File: src/rtl/balance_wallet.sv
// balance_wallet: debounced top-up buttons plus a charge FSM over a saturating balance.
module balance_wallet #(
    parameter int BAL_W      = 12,
    parameter int MAX_BAL    = 999,
    parameter int SMALL_STEP = 1,
    parameter int BIG_STEP   = 10,
    parameter int DEB_CYC    = 1_000_000
) (
    input  logic             clk,
    input  logic             rst,
    input  logic             btn_add1,
    input  logic             btn_add10,
    input  logic             chg_req,
    input  logic [BAL_W-1:0] chg_amt,
    output logic [BAL_W-1:0] bal,
    output logic             busy,
    output logic             chg_ack,
    output logic             chg_ok,
    output logic             sat
);
    typedef enum logic [1:0] {IDLE, CHECK, DEDUCT, FAIL} state_t;
    localparam int CW = $clog2(DEB_CYC + 1);

    state_t           state, state_n;
    logic [BAL_W-1:0] amt_q, amt_n, bal_n, credit;
    logic [BAL_W:0]   sum;
    logic [1:0]       raw, rise, pend, pend_n;
    logic             ack_n, ok_n, sat_n;

    assign raw = {btn_add10, btn_add1};

    genvar i;
    generate
        for (i = 0; i < 2; i++) begin : g_deb
            logic          s1, s2, deb;
            logic [CW-1:0] cnt;
            always_ff @(posedge clk or negedge rst) begin
                if (!rst) begin
                    s1  <= 1'b0;
                    s2  <= 1'b0;
                    deb <= 1'b0;
                    cnt <= '0;
                end else begin
                    s1 <= raw[i];
                    s2 <= s1;
                    if (s2 == deb)
                        cnt <= '0;
                    else if (cnt == CW'(DEB_CYC - 1)) begin
                        cnt <= '0;
                        deb <= s2;
                    end else
                        cnt <= cnt + 1'b1;
                end
            end
            // the cycle in which the debounced level is about to go high
            assign rise[i] = !deb && s2 && (cnt == CW'(DEB_CYC - 1));
        end
    endgenerate

    assign credit = (pend[0] ? BAL_W'(SMALL_STEP) : '0) + (pend[1] ? BAL_W'(BIG_STEP) : '0);
    assign sum    = {1'b0, bal} + {1'b0, credit};
    assign busy   = (state != IDLE);

    always_comb begin
        state_n = state;
        bal_n   = bal;
        amt_n   = amt_q;
        ack_n   = 1'b0;
        ok_n    = chg_ok;
        sat_n   = 1'b0;
        pend_n  = pend | rise;
        case (state)
            IDLE: begin
                // pending flags are consumed here; an edge on a flag being consumed is lost
                pend_n  = rise & ~pend;
                sat_n   = sum > (BAL_W + 1)'(MAX_BAL);
                bal_n   = sat_n ? BAL_W'(MAX_BAL) : sum[BAL_W-1:0];
                amt_n   = chg_req ? chg_amt : amt_q;
                state_n = chg_req ? CHECK : IDLE;
            end
            CHECK: state_n = (amt_q <= bal) ? DEDUCT : FAIL;
            DEDUCT: begin
                bal_n   = bal - amt_q;
                ack_n   = 1'b1;
                ok_n    = 1'b1;
                state_n = IDLE;
            end
            default: begin
                ack_n   = 1'b1;
                ok_n    = 1'b0;
                state_n = IDLE;
            end
        endcase
    end

    always_ff @(posedge clk or negedge rst) begin
        if (!rst) begin
            state   <= IDLE;
            bal     <= '0;
            amt_q   <= '0;
            pend    <= '0;
            chg_ack <= 1'b0;
            chg_ok  <= 1'b0;
            sat     <= 1'b0;
        end else begin
            state   <= state_n;
            bal     <= bal_n;
            amt_q   <= amt_n;
            pend    <= pend_n;
            chg_ack <= ack_n;
            chg_ok  <= ok_n;
            sat     <= sat_n;
        end
    end
endmodule

File: config.mk
export PLATFORM = sky130hd
export DESIGN_NAME = balance_wallet
export DESIGN_NICKNAME = d
export VERILOG_FILES = /design/src/rtl/balance_wallet.sv
export SDC_FILE = /design/constraint.sdc
export NUM_CORES = 1
export LEC_CHECK = 0
export ABC_CLOCK_PERIOD_IN_PS = 8400
export CAP_MARGIN = 20
export CORE_AREA = 2 2 95 97
export DETAILED_ROUTE_END_ITERATION = 8
export DIE_AREA = 0 0 97 99
export GPL_TIMING_DRIVEN = 1
export PLACE_DENSITY = 0.69
export SETUP_SLACK_MARGIN = 0.15
export SYNTH_ARGS = -nofsm -noshare
export SYNTH_HDL_FRONTEND = slang
export SYNTH_SLANG_ARGS = --single-unit
File: constraint.sdc
create_clock -name clk -period 8.4 [get_ports clk]
set_clock_uncertainty 0.15 [all_clocks]
set_input_delay 1.68 -clock clk [delete_from_list [all_inputs] [get_ports clk]]
set_output_delay 1.68 -clock clk [all_outputs]
set_load 0.01 [all_outputs]
After elaboration in Yosys (flattened, before gate mapping). Index checks and enable logic that the tools add are counted.

Register bits: 77. Input port bits: 17. Output and inout port bits: 16. Logic and storage cells: 61.

$add $sub $neg: 5. $lt $le $gt $ge: 2. Eq/ne operators: 6. Multiplexer cells: 15. Bitwise logic cells: 5. Reduce and logical (&&, ||, !) cells: 13.

Operator list (number): 2-to-1 mux 20 bit (4); adder 20 x 1 -> 20 bit, second input constant (2); == test 20 bit, second input constant (2); case mux 12 bit (2 select lines) (1); adder 12 x 5 -> 13 bit (1); > comparator 13 x 10 -> 1 bit, second input constant (1); <= comparator 12 bit (1); 2-to-1 mux 12 bit (1); subtractor 12 bit (1); AND reduction 2 bit (3); adder 1 x 4 -> 5 bit (1); 2-to-1 mux 1 bit (5); logical AND 1 bit (4); 2-to-1 mux 4 bit (1); case mux 2 bit (2 select lines) (1); nonzero test 2 bit (2); AND 2 bit (1); == test 1 bit (2); == test 2 x 1 -> 1 bit, second input constant (1); == test 2 bit, second input constant (1); logical NOT 1 bit (2); logical NOT 2 bit (1); 2-to-1 mux 2 bit (1); inverter 1 bit (2); other kinds (4) (4).

Logic depth before layout (Yosys ltp). Gate-level depths: netlist of the first run.

Depth in word-level cells: 6. Gate-level depth with buffers: 10. Depth with buffers taken out: 10.

Least setup slack after synthesis of the first run. No wires, ideal clock.

Path type: register to register. From: register bal[0]. To: register bal[4]. Library setup time: 0.126 ns. Arrival: 2.766 ns. Setup slack: 5.358 ns. Cell stages (with the launch flop): 10. Period minus slack after synthesis: 3.042 ns. Path through: dfrtp_1 > ha_1 > fa_1 > a31oi_1 > nor2_1 > xnor2_1 > nor3_1 > a21boi_4 > a21o_1 > a221o_1.

Longest elaborated chain between the ends: 4. Elaborated cells on any way between the ends: 5. Classes of those cells: 2 x add/sub; 1 x order compare; 2 x mux.

Ends and longest elaborated chain: start: declaration (RTL line 15) `output logic [BAL_W-1:0] bal,`; start signal: assignment (RTL line 107) `bal <= bal_n;`; adder 12 x 5 -> 13 bit (RTL line 61) `assign sum = {1'b0, bal} + {1'b0, credit};`; > comparator 13 x 10 -> 1 bit (RTL line 76) `sat_n = sum > (BAL_W + 1)'(MAX_BAL);`; 2-to-1 mux 12 bit (RTL line 77) `bal_n = sat_n ? BAL_W'(MAX_BAL) : sum[BAL_W-1:0];`; case mux 12 bit (2 select lines) * (RTL line 72) `case (state)`.

Every way passes the cells marked *; elsewhere a longest branch is shown, timed or not. A chain may end at the register's enable or synchronous reset.

Worst setup path after layout of the first run.
From: register state[0]. To: output busy.

Longest elaborated chain between the ends: 1.

Ends and longest elaborated chain: start: declaration (RTL line 24) `state_t state, state_n;`; start signal: assignment (RTL line 106) `state <= state_n;`; nonzero test 2 bit (RTL line 62) `assign busy = (state != IDLE);`; end: declaration (RTL line 16) `output logic busy,`.

No other way between the ends.

==> reports/qor.yml, run 1 <==
status: "finished clean"
top_layer: "met4"
synth_area_per_cell_um2: 9.522
fmax_ghz: 0.2714
synth.cell_area_mm2: 0.004199
slew_headroom: 0.3717
critPathCaptureType: "output pin"
cp_data_arrival_time_ns: 1.85
ys_ff_latch: 77
die_h_um: 99
grt_start_max_net_pins: 78
cts_hold_buf: 0
critPathMaxFanout: 18
worstSetupPathType: "flip-flop to output pin"
setup_viol: 0
holdPathStages: 0
clk_pin_slew_worst_paths_ns: 0.08
postRouteWirelength_um: 8066
hold_ws_ns: 0.2056
powerDensity_mw_per_mm2: 315.6
cp_num_buf_inv: 1
required_ns: 6.57
via_per_inst: 5.403
die-area_mm2: 0.009603
ys_warn_count: 0
grt_overflow: 0
finish.instance_area_mm2: 0.004828
yosysTopAreaCell: "dfrtp_1"
hpwl_um: 5766
post_cts_buffers: 0
p_total_mw: 1.524
cts_resized: 0
clock_path_buffers: 2
drt_iter0_markers: 122
diodes: 0
drive_gt1_frac: 0.06765
antenna_found_initial: 0
wl_met1_um: 3913
regArea_mm2: 0.001927
port_buffers: 32
syn_nets: 479
hold_viol: 0
postLayoutCoreUtil: 0.5647
multi_input_area_mm2: 0.002105
dr_wl_met2_um: 3754
first_pass_iters: 4
cts_tree: "done"
first_global_vias: 2984
grt_pass1_wl_um: 13760
crit_slowest_cell: "dfrtp_1"
cp.depth: 2
fin_nets: 506
rr_worst_depth: 9
swShare: 0.3709
synth_ff_type: "dfrtp_1"
pin_count: 33
die_w_um: 97
gp_congestion: 0.8842
vias: 3139
synthCells: 441
path_delay_family: "flip-flops"
nFillCells: 740
hold_path.class: "flip-flop to flip-flop"
rsz0062_at_grt: "false"
initial_core_util: 0.4911
synth-async-reset-ratio: 1.000
tns_ns: 0
yosysMostFrequentCell: "dfrtp_1"
slowest_delay_ns: 0.67
cts_made_buffers: 9
place_area_mm2: 0.004582
total_leakage_power_nw: 2.086
clkPwrFrac: 0.222
power.share.combinational: 0.433
path_cells: "or2_2 -> clkdlybuf4s50_1"
insertion_delay_ns: 0.34
num_rows: 34
synth_cell_types: 53
maxCapViolCount: 0
synth_edf_count: 0
track_usage: 0.1748
syn_to_final_growth_pct: 14.99
synthTopCellsByCount: "dfrtp_1, nor2_1, nand2_1"
min_period_ns: 3.684
wl_met3_um: 318
drc: 0
start_kind: "flip-flop"
worstMarginPinSlew_ns: 0.9425
htree_levels: 3
yosysSeqAreaShare: 0.4589
clock-sinks: 77
vdd_drop_max_uv: 113.4
routedWlPerCell_um: 13.88
seq_power_share: 0.345
yosysTopAreaCellShare: 0.4589
p_int_mw: 0.9586
total_switching_power_mw: 0.5652
postRouteAntennaNets: 0
period_share: 0.4386
slew_violations: 0
root_buffer: "clkbuf_8"
synth_area_leaders: "dfrtp_1, ha_1, xor2_1"
coreArea_mm2: 0.008551
## stage by stage
stage | worst slack, ns | instances
after floorplan | 5.358 | 441
after global placement | 5.114 | 565
after detailed placement | 5.052 | 565
after CTS | 4.704 | 581
after global routing | 4.603 | 581
final | 4.716 | 581
## power groups by stage
| stage | Sequential [mW] | Combinational [mW] | Clock [mW] |
|---|---|---|---|
| floorplan | 0.501 | 0.495 | 0 |
| global route | 0.539 | 0.735 | 0.362 |
| CTS | 0.524 | 0.658 | 0.347 |
| finish | 0.525 | 0.660 | 0.339 |
| detailed placement | 0.532 | 0.655 | 0 |
| global placement | 0.528 | 0.641 | 0 |
## routing by layer
layer	GRT usage	vias up
met5	0	-
met4	0.05850	0
met3	0.03688	8
met2	0.2810	56
met1	0.2377	1489
li1	-	1586
## flip-flops by register name, summed over array words and instances, names as in the netlist
signal     cells
chg_ok         1
g_deb.deb      2
chg_ack        1
sat            1
g_deb.s2       2
state          2
bal           12
g_deb.s1       2
amt_q         12
g_deb.cnt     40
pend           2
## final cells by class
type                       count  area share
sequential                    77      0.3991
multi-input combinational    323      0.4359
inverter                      24     0.01866
clock buffer                  10     0.02850
timing repair buffer          33     0.06737
tap                          108     0.02799
clock inverter                 6     0.02254
## kinds of logic (layout without fill, tap and decap cells)
kind of cell	after synthesis	count (layout)	share of synthesized area
flip-flops	77	77	0.4589
adder cells (fa/ha/maj)	21	21	0.06615
XOR/XNOR	43	43	0.08969
multiplexers	3	3	0.008045
AND/OR/NAND/NOR	172	172	0.1952
AO/OA/AOI/OAI	84	84	0.1421
buffers and inverters	41	73	0.03993
## path summary, 6_finish.rpt
path | slack [ns] | startpoint | to
setup reg to reg | 5.03 | bal[0]$_DFFE_PN0P_ | bal[4]$_DFFE_PN0P_
hold / removal | 0.21 | g_deb[1].s1$_DFF_PN0_ | g_deb[1].s2$_DFF_PN0_
min in group asynchronous | 1.32 | rst | pend[1]$_DFF_PN0_
max in group asynchronous | 6.16 | rst | g_deb[0].cnt[11]$_DFF_PN0_
hold reg to reg | 0.21 | g_deb[1].s1$_DFF_PN0_ | g_deb[1].s2$_DFF_PN0_
setup / recovery | 4.72 | state[0]$_DFF_PN0_ | busy
## worst reg2reg max path, cell delays in order (launching register included)
cell and delay, ns:
dfrtp_1 0.40, ha_1 0.24, fa_1 0.43, a31oi_1 0.57
nor2_1 0.18, xnor2_1 0.16, nor3_1 0.40, a21boi_4 0.17
a21o_1 0.20, a221o_1 0.34
## layout by cell type (no fill, tap or decap), types with 6 or more instances in the layout
cell type / count
dfrtp_1: 77
nor2_1: 55
nand2_1: 40
clkdlybuf4s50_1: 31
nand3_1: 30
xor2_1: 26
o21ai_0: 25
inv_1: 24
ha_1: 19
xnor2_1: 17
a21oi_1: 12
clkbuf_8: 10
nor3_1: 9
a21o_1: 7
nor4_1: 6
a31oi_1: 6
(Power assumes the default switching activity.)
==> run 2, diff against run 1 <==
--- a/config.mk
+++ b/config.mk
@@ -5,7 +5,7 @@
 export SDC_FILE = /design/constraint.sdc
 export NUM_CORES = 1
 export LEC_CHECK = 0
-export ABC_CLOCK_PERIOD_IN_PS = 8400
+export ABC_CLOCK_PERIOD_IN_PS = 3700
 export CAP_MARGIN = 20
 export CORE_AREA = 2 2 95 97
 export DETAILED_ROUTE_END_ITERATION = 8
==> constraint.sdc (replaced) <==
create_clock -name clk -period 3.7 [get_ports clk]
set_clock_uncertainty 0.15 [all_clocks]
set_input_delay 0.74 -clock clk [delete_from_list [all_inputs] [get_ports clk]]
set_output_delay 0.74 -clock clk [all_outputs]
set_load 0.01 [all_outputs]
==> reports/qor.yml, run 2 (synthesis gave the netlist of run 1 again) <==
die_w_um: 97
path_cells: "ha_1 -> fa_1 -> a31o_2 -> a41o_1 -> o41ai_4 -> nor3b_4 -> a21boi_4 -> a32oi_1 -> o22a_1"
clock_path_buffers: 2
clk_pin_slew_worst_paths_ns: 0.08
drt_iter0_markers: 159
slowest_delay_ns: 0.44
largestRegisters: "g_deb.cnt: 40 flops, amt_q: 12 flops, bal: 12 flops"
coreArea_mm2: 0.008551
syn_to_final_growth_pct: 15.32
diodes: 0
p_int_mw: 2.172
pin_count: 33
first_global_vias: 3194
required_ns: 3.79
hpwl_um: 6011
via_per_inst: 5.575
p_total_mw: 3.474
hold_viol: 0
cts_hold_buf: 0
worstMarginPinSlew_ns: 0.9503
status: "finished clean"
period_share: 0.8317
vias: 3256
power.share.combinational: 0.450
first_pass_iters: 4
cts_tree: "done"
total_switching_power_mw: 1.302
antenna_found_initial: 0
drive_gt1_frac: 0.07353
path_delay_family: "compound AO/OA/AOI/OAI gates"
largest_register: "g_deb.cnt"
maxCapViolCount: 0
initial_core_util: 0.4911
worstSetupPathType: "flip-flop to flip-flop"
die-area_mm2: 0.009603
crit_slowest_cell: "fa_1"
vdd_drop_max_uv: 263.3
cp_data_arrival_time_ns: 3.17
min_period_ns: 3.077
grt_pass1_wl_um: 15010
cts_made_buffers: 9
clkPwrFrac: 0.219
postRouteAntennaNets: 0
slew_violations: 0
rsz0062_at_grt: "false"
start_kind: "flip-flop"
r2r_slack_ns: 0.62
root_buffer: "clkbuf_8"
gp_congestion: 0.9407
routedWlPerCell_um: 14.52
post_cts_buffers: 0
track_usage: 0.1922
cp_num_buf_inv: 0
final_common_cell: "dfrtp_1"
swShare: 0.3749
grt_overflow: 0
port_buffers: 32
final_cell_mix: "dfrtp_1, nor2_1, nand2_1"
seq_power_share: 0.331
fmax_ghz: 0.3250
insertion_delay_ns: 0.35
clock-sinks: 77
setup_viol: 0
tns_ns: 0
num_rows: 34
htree_levels: 3
grt_start_max_net_pins: 78
critPathMaxFanout: 10
postRouteWirelength_um: 8482
fin_nets: 509
die_h_um: 99
nFillCells: 739
cts_resized: 0
critPathCaptureType: "flip-flop"
powerDensity_mw_per_mm2: 717.4
total_leakage_power_nw: 2.097
hold_path.class: "flip-flop to flip-flop"
drc: 0
largest_register_ffs: 40
slew_headroom: 0.3665
-- run 2: metal layers --
| layer | track usage | routed length [um] | vias to the layer above |
|---|---|---|---|
| met5 | 0 | 0 | - |
| met4 | 0.07909 | 161 | 0 |
| met3 | 0.04184 | 342 | 14 |
| met1 | 0.2687 | 4003 | 1578 |
| li1 | - | - | 1586 |
| met2 | 0.2922 | 3976 | 78 |
-- run 2: worst paths after layout --
path                                       start                         to  cells past startpoint
setup / recovery              bal[0]$_DFFE_PN0P_         bal[2]$_DFFE_PN0P_                      9
hold reg to reg            g_deb[0].s1$_DFF_PN0_      g_deb[0].s2$_DFF_PN0_                      0
hold / removal             g_deb[0].s1$_DFF_PN0_      g_deb[0].s2$_DFF_PN0_                      0
max in group asynchronous                    rst  g_deb[0].cnt[6]$_DFF_PN0_                      1
min in group asynchronous                    rst      g_deb[1].s2$_DFF_PN0_                      1
setup reg to reg              bal[0]$_DFFE_PN0P_         bal[2]$_DFFE_PN0P_                      9
-- run 2: through the flow --
step	hold slack, ns	util	instances	area, um2	worst slack [ns]
floorplan	0.1812	-	441	4199	0.6584
finish	0.2043	0.5663	584	4842	0.6228
global placement	0.1850	0.5385	568	4604	0.7469
global route	0.2193	0.5663	584	4842	0.4915
CTS	0.2066	0.5663	584	4842	0.6500
detailed placement	0.1873	0.5385	568	4604	0.6713
-- run 2: final cells by class --
class / count / area (um2) / area share
clock buffer: 9 / 123.9 / 0.02558
clock inverter: 7 / 113.9 / 0.02351
inverter: 24 / 90.09 / 0.01860
multi-input combinational: 323 / 2105 / 0.4346
sequential: 77 / 1927 / 0.3979
tap: 108 / 135.1 / 0.02791
timing repair buffer: 36 / 347.8 / 0.07183
-- run 2: power groups by stage --
stage | clock [mW] | combinational [mW] | sequential, mW
detailed placement | 0 | 1.56 | 1.17
finish | 0.761 | 1.56 | 1.15
global placement | 0 | 1.52 | 1.16
CTS | 0.776 | 1.57 | 1.15
floorplan | 0 | 1.12 | 1.14
global route | 0.814 | 1.75 | 1.18
